==> config.mk <==
export PLATFORM = sky130hd
export DESIGN_NAME = tx_serializer
export DESIGN_NICKNAME = d
export VERILOG_FILES = /design/src/rtl/tx_serializer.sv
export SDC_FILE = /design/constraint.sdc
export NUM_CORES = 1
export LEC_CHECK = 0
export BUFFER_PORTS_ARGS = -buffer_cell sky130_fd_sc_hd__buf_2
export CORE_ASPECT_RATIO = 0.9
export CORE_MARGIN = 3
export CORE_UTILIZATION = 57
export CTS_BUF_LIST = sky130_fd_sc_hd__clkbuf_4
export DETAILED_ROUTE_END_ITERATION = 6
export PLACE_DENSITY_LB_ADDON = 0.05
export SLEW_MARGIN = 10
export SYNTH_ARGS = -nofsm -noshare
export SYNTH_HDL_FRONTEND = slang
export SYNTH_SLANG_ARGS = --single-unit
==> constraint.sdc <==
create_clock -name clk_i -period 4.2 [get_ports clk_i]
set_clock_uncertainty 0.15 [all_clocks]
set_input_delay 0.84 -clock clk_i [delete_from_list [all_inputs] [get_ports clk_i]]
set_output_delay 0.84 -clock clk_i [all_outputs]
set_load 0.02 [all_outputs]
==> src/rtl/tx_serializer.sv <==
// ---------------------------------------------------------------------------
// bus_pkg + tx_serializer
//
// Purpose:
//   This is the parallel-to-serial stage that sits behind the TX controller.
//   - On a start request it captures one serial_frame_t.
//   - It shifts the frame out MSB-first on tx_o, holding each bit for
//     CLKS_PER_BIT clocks.
//   - ser_busy_o is high while the frame is on the line.
//   - ser_done_o pulses for one cycle once the frame is complete.
//
// Optional feature (compile-time macro TX_SER_GUARD_EN):
//   - When the macro is defined, GUARD_BITS idle-high bit-times follow the
//     stop bit, and busy stays high during them.
//   - The done pulse then comes after the guard time.
//   - When the macro is undefined, the frame ends directly in S_DONE and
//     GUARD_BITS is ignored.
//
// Parameters:
//   CLKS_PER_BIT  clk_i cycles per serial bit (>= 1)
//   GUARD_BITS    idle-high bit-times after the stop bit (guard build only)
//
// Ports:
//   clk_i        in   single clock, posedge
//   rst_ni       in   asynchronous active-low reset
//   ser_start_i  in   level start request, honoured only in S_IDLE
//   ser_frame_i  in   frame to send, captured on the start edge
//   ser_busy_o   out  high while shifting (and guarding), registered
//   ser_done_o   out  one-cycle pulse after the last bit-time, registered
//   tx_o         out  serial line, idle high, registered
// ---------------------------------------------------------------------------
package bus_pkg;

  typedef enum logic [1:0] {
    CMD_IDLE  = 2'd0,
    CMD_WRITE = 2'd1,
    CMD_READ  = 2'd2,
    CMD_RSVD  = 2'd3
  } cmd_e;

  // Field order is transmission order: start goes out first, stop goes out last.
  // parity is even parity over {cmd, addr, data}; the controller computes it.
  typedef struct packed {
    logic        start;
    cmd_e        cmd;
    logic [15:0] addr;
    logic [7:0]  data;
    logic        parity;
    logic        stop;
  } serial_frame_t;

endpackage

module tx_serializer
  import bus_pkg::*;
#(
  parameter int CLKS_PER_BIT = 4,
  parameter int GUARD_BITS   = 2
) (
  input  logic          clk_i,
  input  logic          rst_ni,
  input  logic          ser_start_i,
  input  serial_frame_t ser_frame_i,
  output logic          ser_busy_o,
  output logic          ser_done_o,
  output logic          tx_o
);

  localparam int FRAME_W = $bits(serial_frame_t);
  localparam int CW      = $clog2(CLKS_PER_BIT + 1);
  localparam int BW      = $clog2(FRAME_W + 1);

  localparam logic [CW-1:0] CLK_LAST = CW'(CLKS_PER_BIT - 1);
  localparam logic [BW-1:0] BIT_LAST = BW'(FRAME_W - 1);

`ifdef TX_SER_GUARD_EN
  // The +2 keeps the width at least 1 bit, even when GUARD_BITS is 0.
  localparam int              GW         = $clog2(GUARD_BITS + 2);
  localparam logic [GW-1:0]   GUARD_LAST = GW'(GUARD_BITS - 1);
`else
  logic unused_guard_bits;
  assign unused_guard_bits = ^GUARD_BITS;
`endif

  typedef enum logic [1:0] {
    S_IDLE  = 2'd0,
    S_SHIFT = 2'd1,
    S_DONE  = 2'd2
`ifdef TX_SER_GUARD_EN
    ,
    S_GUARD = 2'd3
`endif
  } state_e;

  state_e              state_q;
  logic [CW-1:0]       clk_cnt_q;
  logic [BW-1:0]       bit_cnt_q;
`ifdef TX_SER_GUARD_EN
  logic [GW-1:0]       guard_cnt_q;
`endif

  // rest_q holds the bits that still have to go out after the one now on tx_o.
  // The bit being sent lives only in the registered tx_o, so the shifter is
  // one bit narrower than the frame.
  logic [FRAME_W-2:0]  rest_q;

  logic clk_last;
  logic bit_last;
  logic ld_en;
  logic sh_en;

  assign clk_last = (clk_cnt_q == CLK_LAST);
  assign bit_last = (bit_cnt_q == BIT_LAST);
  assign ld_en    = (state_q == S_IDLE) && ser_start_i;
  assign sh_en    = (state_q == S_SHIFT) && clk_last && !bit_last;

  // Data path: the shift register is reloaded on every start, so it needs no reset.
  always_ff @(posedge clk_i) begin
    if (ld_en) begin
      rest_q <= ser_frame_i[FRAME_W-2:0];
    end else if (sh_en) begin
      rest_q <= {rest_q[FRAME_W-3:0], 1'b1};
    end
  end

  // Control FSM with registered outputs
  always_ff @(posedge clk_i or negedge rst_ni) begin
    if (!rst_ni) begin
      state_q     <= S_IDLE;
      clk_cnt_q   <= '0;
      bit_cnt_q   <= '0;
`ifdef TX_SER_GUARD_EN
      guard_cnt_q <= '0;
`endif
      ser_busy_o  <= 1'b0;
      ser_done_o  <= 1'b0;
      tx_o        <= 1'b1;
    end else begin
      case (state_q)
        S_IDLE: begin
          ser_done_o <= 1'b0;
          clk_cnt_q  <= '0;
          bit_cnt_q  <= '0;
          if (ser_start_i) begin
            state_q    <= S_SHIFT;
            ser_busy_o <= 1'b1;
            tx_o       <= ser_frame_i[FRAME_W-1];
          end else begin
            ser_busy_o <= 1'b0;
            tx_o       <= 1'b1;
          end
        end

        S_SHIFT: begin
          if (!clk_last) begin
            clk_cnt_q <= clk_cnt_q + CW'(1);
          end else if (!bit_last) begin
            clk_cnt_q <= '0;
            bit_cnt_q <= bit_cnt_q + BW'(1);
            tx_o      <= rest_q[FRAME_W-2];
          end else begin
            // The stop bit has been on the line for its full bit-time.
            clk_cnt_q <= '0;
            bit_cnt_q <= '0;
            tx_o      <= 1'b1;
`ifdef TX_SER_GUARD_EN
            if (GUARD_BITS > 0) begin
              state_q     <= S_GUARD;
              guard_cnt_q <= '0;
            end else begin
              state_q    <= S_DONE;
              ser_busy_o <= 1'b0;
              ser_done_o <= 1'b1;
            end
`else
            state_q    <= S_DONE;
            ser_busy_o <= 1'b0;
            ser_done_o <= 1'b1;
`endif
          end
        end

`ifdef TX_SER_GUARD_EN
        S_GUARD: begin
          // The line stays idle-high; clk_cnt times one bit, guard_cnt counts bit-times.
          tx_o <= 1'b1;
          if (!clk_last) begin
            clk_cnt_q <= clk_cnt_q + CW'(1);
          end else if (guard_cnt_q != GUARD_LAST) begin
            clk_cnt_q   <= '0;
            guard_cnt_q <= guard_cnt_q + GW'(1);
          end else begin
            clk_cnt_q   <= '0;
            guard_cnt_q <= '0;
            state_q     <= S_DONE;
            ser_busy_o  <= 1'b0;
            ser_done_o  <= 1'b1;
          end
        end
`endif

        S_DONE: begin
          state_q    <= S_IDLE;
          clk_cnt_q  <= '0;
          bit_cnt_q  <= '0;
          ser_busy_o <= 1'b0;
          ser_done_o <= 1'b0;
          tx_o       <= 1'b1;
        end

        default: begin
          // Unreachable encoding: fall back to the reset condition.
          state_q    <= S_IDLE;
          clk_cnt_q  <= '0;
          bit_cnt_q  <= '0;
          ser_busy_o <= 1'b0;
          ser_done_o <= 1'b0;
          tx_o       <= 1'b1;
        end
      endcase
    end
  end

endmodule

# ---- Word-level counts from Yosys, hierarchy flattened
# Cells that the tools add are included.
dict set report word_totals {
  out_inout_bits 3
  input_bits 32
  wordCells 45
  regBits 41
}
dict set report classes {
  muxes 22
  eq_ne 6
  add_sub_neg 2
  n_reduce_logical 8
}
# cell n
set op_table {}
lappend op_table {{$mux 28} 2}
lappend op_table {{$mux 5} 3}
lappend op_table {{$mux 1} 9}
lappend op_table {{$mux 2} 3}
lappend op_table {{$mux 3} 2}
lappend op_table {{$ne 2x2->1 const B} 3}
lappend op_table {{$add 5x1->5 const B} 1}
lappend op_table {{$eq 5x5->1 const B} 1}
lappend op_table {{$pmux 1 s2} 2}
lappend op_table {{$pmux 2 s2} 1}
lappend op_table {{$add 3x1->3 const B} 1}
lappend op_table {{$eq 3x2->1 const B} 1}
lappend op_table {{$logic_and 1x1->1} 3}
lappend op_table {{$reduce_and 3->1} 1}
lappend op_table {{$eq 2x1->1 const B} 1}
lappend op_table {{$logic_not 2->1} 1}
lappend op_table {{$reduce_and 2->1} 1}
lappend op_table {{$reduce_bool 2->1} 1}
lappend op_table {{$logic_not 1->1} 1}

# ---- Longest topological paths before layout
dict set report depth {
  word_depth 5
  ltp_mapped 5
  ltp_nobuf 5
}

# ---- Least setup slack after synthesis
# OpenSTA, ideal clock, no wires.
dict set report synth_path {
  path_type {reg2reg}
  from {reg state_q[1]}
  to {reg rest_q[0], enable pin}
  path_stages_with_launch 4
  setup_ps 456
  path_buffers 1
  arrival_ps 2978
  setup_slack_ps 617
  path_cell_list {dfrtp_1 > or2b_1 > clkbuf_1 > o31ai_1}
}
dict set report synth_via {
  elab_chain_cells 4
  word_cells_on_any_way 6
  cone_classes {1 x eq/ne; 5 x reduce/logical}
}
# element line_no
set synth_lines {}
lappend synth_lines {{start: declaration} 95} ;# state_e state_q;
lappend synth_lines {{start signal: assignment} 129} ;# state_q <= S_IDLE;
lappend synth_lines {{start signal: assignment} 145} ;# state_q <= S_SHIFT;
lappend synth_lines {{start signal: assignment} 176} ;# state_q <= S_DONE;
lappend synth_lines {{$eq 2x1->1} 115} ;# assign sh_en = (state_q == S_SHIFT) && clk_last && !bit_last;
lappend synth_lines {{$logic_and 1x1->1 (2 in a row)} 115}
lappend synth_lines {{$reduce_bool 2->1 (no line) *} n/a}
lappend synth_lines {{end signal: assignment} 120} ;# rest_q <= ser_frame_i[FRAME_W-2:0];
lappend synth_lines {{end signal: assignment} 122} ;# rest_q <= {rest_q[FRAME_W-3:0], 1'b1};
lappend synth_lines {{end: declaration} 105} ;# logic [FRAME_W-2:0] rest_q;
# Every way passes the cells marked *; elsewhere a longest branch is shown, timed or not.
# A chain may end at the register's enable or synchronous reset.

# ---- Worst setup path in the final report
dict set report layout_path {
  from {in ser_start_i}
  to {reg rest_q[2], enable pin}
}
dict set report layout_via {
  elab_chain_cells 2
}
# element line_no
set layout_lines {}
lappend layout_lines {{start: declaration} 62} ;# input logic ser_start_i,
lappend layout_lines {{$logic_and 1x1->1} 114} ;# assign ld_en = (state_q == S_IDLE) && ser_start_i;
lappend layout_lines {{$reduce_bool 2->1 (no line)} n/a}
# Every way passes these cells.

==> impl_metrics.toml <==
[synth]
syn_area_um2 = 1920
yosysUniqueCellTypes = 34
synth_area_leader_cell = "edfxtp_1"
async_reset_ff_frac = 0.317
yosysSeqAreaShare = 0.607
syn-mean-instance-area_um2 = 15.9
synth_cells = 121
syn_nets = 156
yosys.area.top_type_share = 0.437
synth_common_cells = "edfxtp_1 (28), mux2_4 (25), dfrtp_1 (12), nand2_1 (5), nand3_1 (5)"
yosys_warnings = 0
yosysMostFrequentCell = "edfxtp_1"
ys_ff_latch = 41
synth_area_leaders = "edfxtp_1 (44%), mux2_4 (20%), dfrtp_1 (16%)"
synth_edf_count = 28
synth-main-ff-cell = "edfxtp_1"

[sta]
worstMarginPinSlew_ns = 1.08
slew_headroom = 0.277
period_share = 0.582
post-route-min-period_ns = 2.45
rsz0062_at_grt = "false"
timing_hold_violations_final = 0
fmax_ghz = 0.409
setup_viol = 0
drv_slew = 0
setup_tns_ns = 0
timing.hold.ws_ns = 0.215

[detailed_routing]
route.detailed.drc = 0
dr.pass1.iters = 4
met2WireLength_um = 1460
drtIter0Drc = 20
highest_layer = "met4"
wl_met1_um = 1360
wl_met3_um = 151
via_per_inst = 5.32
vias = 1064
wire_per_inst_um = 15.0
ant_nets = 0
drt-total-wl_um = 3000

[grt]
antenna_found_initial = 0
grt_pass1_vias = 1054
grt_max_degree = 33
grt_overflow = 0
grtUsageTotal = 0.164
grt_pass1_wl_um = 4890

[critical_path]
crit_type = "input port to register"
critPathBufInv = 2
path_cells = "buf_2, or3b_2, o31ai_4, buf_4"
cp.arrival_ns = 2.30
cp_max_fo = 32
worstPathRequired_ns = 4.05
cp-start-kind = "input port"
crit_family = "simple AND/OR/NAND/NOR gates"
worstSetupEndpointType = "register"
max_stage_delay_ns = 0.85
slowest_stage = "or3b_2"

[cts]
ctsResizeCount = 0
cts_tree = "yes"
h-tree-depth = 2
max-clock-path-buffers = 2
numCtsBuffers = 5
post_cts_buffers = 0
cts_root_buffer = "clkbuf_4"
worst_skew_pair.late_latency_ns = 0.33
cts.sinks = 41
cts_hold_buf = 0
clk_pin_slew_ns = 0.11

[layout]
n_antenna_cell = 0
drive_gt1_frac = 0.462
syn_to_final_growth_pct = 12.0
nets = 192

[die]
start_util = 0.613
die-area_um2 = 4110
std_cell_rows = 19
ios = 35
die_y_um = 61.1
core_area_um2 = 3140
dieWidth_um = 67.2

[power]
totalPowerFinal_uw = 635
p_leak_nw = 0.906
power_density_nw_per_um2 = 295
ir_worst_vdd_mv = 0.226

[min_path]
hold_class = "input port to asynchronous set/reset pin"

[placed_design]
gp_congestion = 0.824
hpwl_um = 2050
port_buffers = 34

[run_status]
outcome = "completed"

[job]
cap_violations = 0
[layer usage]
| metal | vias up | global-route usage |
|---|---|---|
| met1 | 506 | 0.214 |
| li1 | 527 | - |
| met3 | 4 | 0.0493 |
| met2 | 27 | 0.259 |
| met4 | 0 | 0.0694 |
| met5 | - | 0 |
[logic make-up (layout without fill, tap and decap cells)]
kind of cell / Yosys count / in the layout / synth area share
multiplexers: 27 / 27 / 0.207
buffers and inverters: 8 / 45 / 0.0403
AND/OR/NAND/NOR: 29 / 29 / 0.0852
adder cells (fa/ha/maj): 3 / 3 / 0.0195
flip-flops: 41 / 41 / 0.607
AO/OA/AOI/OAI: 13 / 13 / 0.0416
[area by class of cell]
cell class | count | area (um^2)
Fill cell | 237 | 983
Multi-Input combinational cell | 72 | 693
Clock buffer | 7 | 52.6
Inverter | 2 | 7.51
Timing Repair Buffer | 35 | 178
Tap cell | 42 | 52.6
Clock inverter | 1 | 3.75
Sequential cell | 41 | 1170
[flip-flops by register name (all words and copies together) (netlist names)]
register and flops:
ser_done_o 1, ser_busy_o 1, state_q 2, clk_cnt_q 3, tx_o 1, bit_cnt_q 5
rest_q 28
[final timing paths]
check                             start  cells after the start      endpoint  slack (ns)
hold reg to reg            clk_cnt_q[0]                      1  clk_cnt_q[0]        0.31
hold / removal                   rst_ni                      1    state_q[0]        0.22
setup reg to reg             state_q[0]                      3     rest_q[2]        1.89
setup / recovery            ser_start_i                      4     rest_q[2]        1.75
max in group asynchronous        rst_ni                      1          tx_o        3.40
min in group clk_i         clk_cnt_q[0]                      1  clk_cnt_q[0]        0.31
[report_power, final]
| part | internal (mW) | switching, mW |
|---|---|---|
| Combinational | 0.0106 | 0.00629 |
| Sequential | 0.427 | 0 |
| Clock | 0.0774 | 0.114 |
[layout by cell type (no fill, tap or decap), types with 3 or more instances in the layout]
cell,instances
ha_1,3
nor3_1,4
edfxtp_1,28
a21oi_1,3
dfrtp_1,12
o21ai_0,4
buf_2,34
nand2_1,5
mux2_4,25
clkbuf_4,7
nand3_1,5
[metrics by stage]
step,area (um^2),std cells,utilization,setup slack [ns]
4_1_cts,2150,200,0.687,1.75
6_report,2150,200,0.687,1.75
2_1_floorplan,1920,121,-,0.617
3_5_place_dp,2100,192,0.669,1.37
5_1_grt,2150,200,0.687,1.70
3_3_place_gp,2100,192,0.669,1.42
No activity file was read; power rests on OpenSTA's default activity.
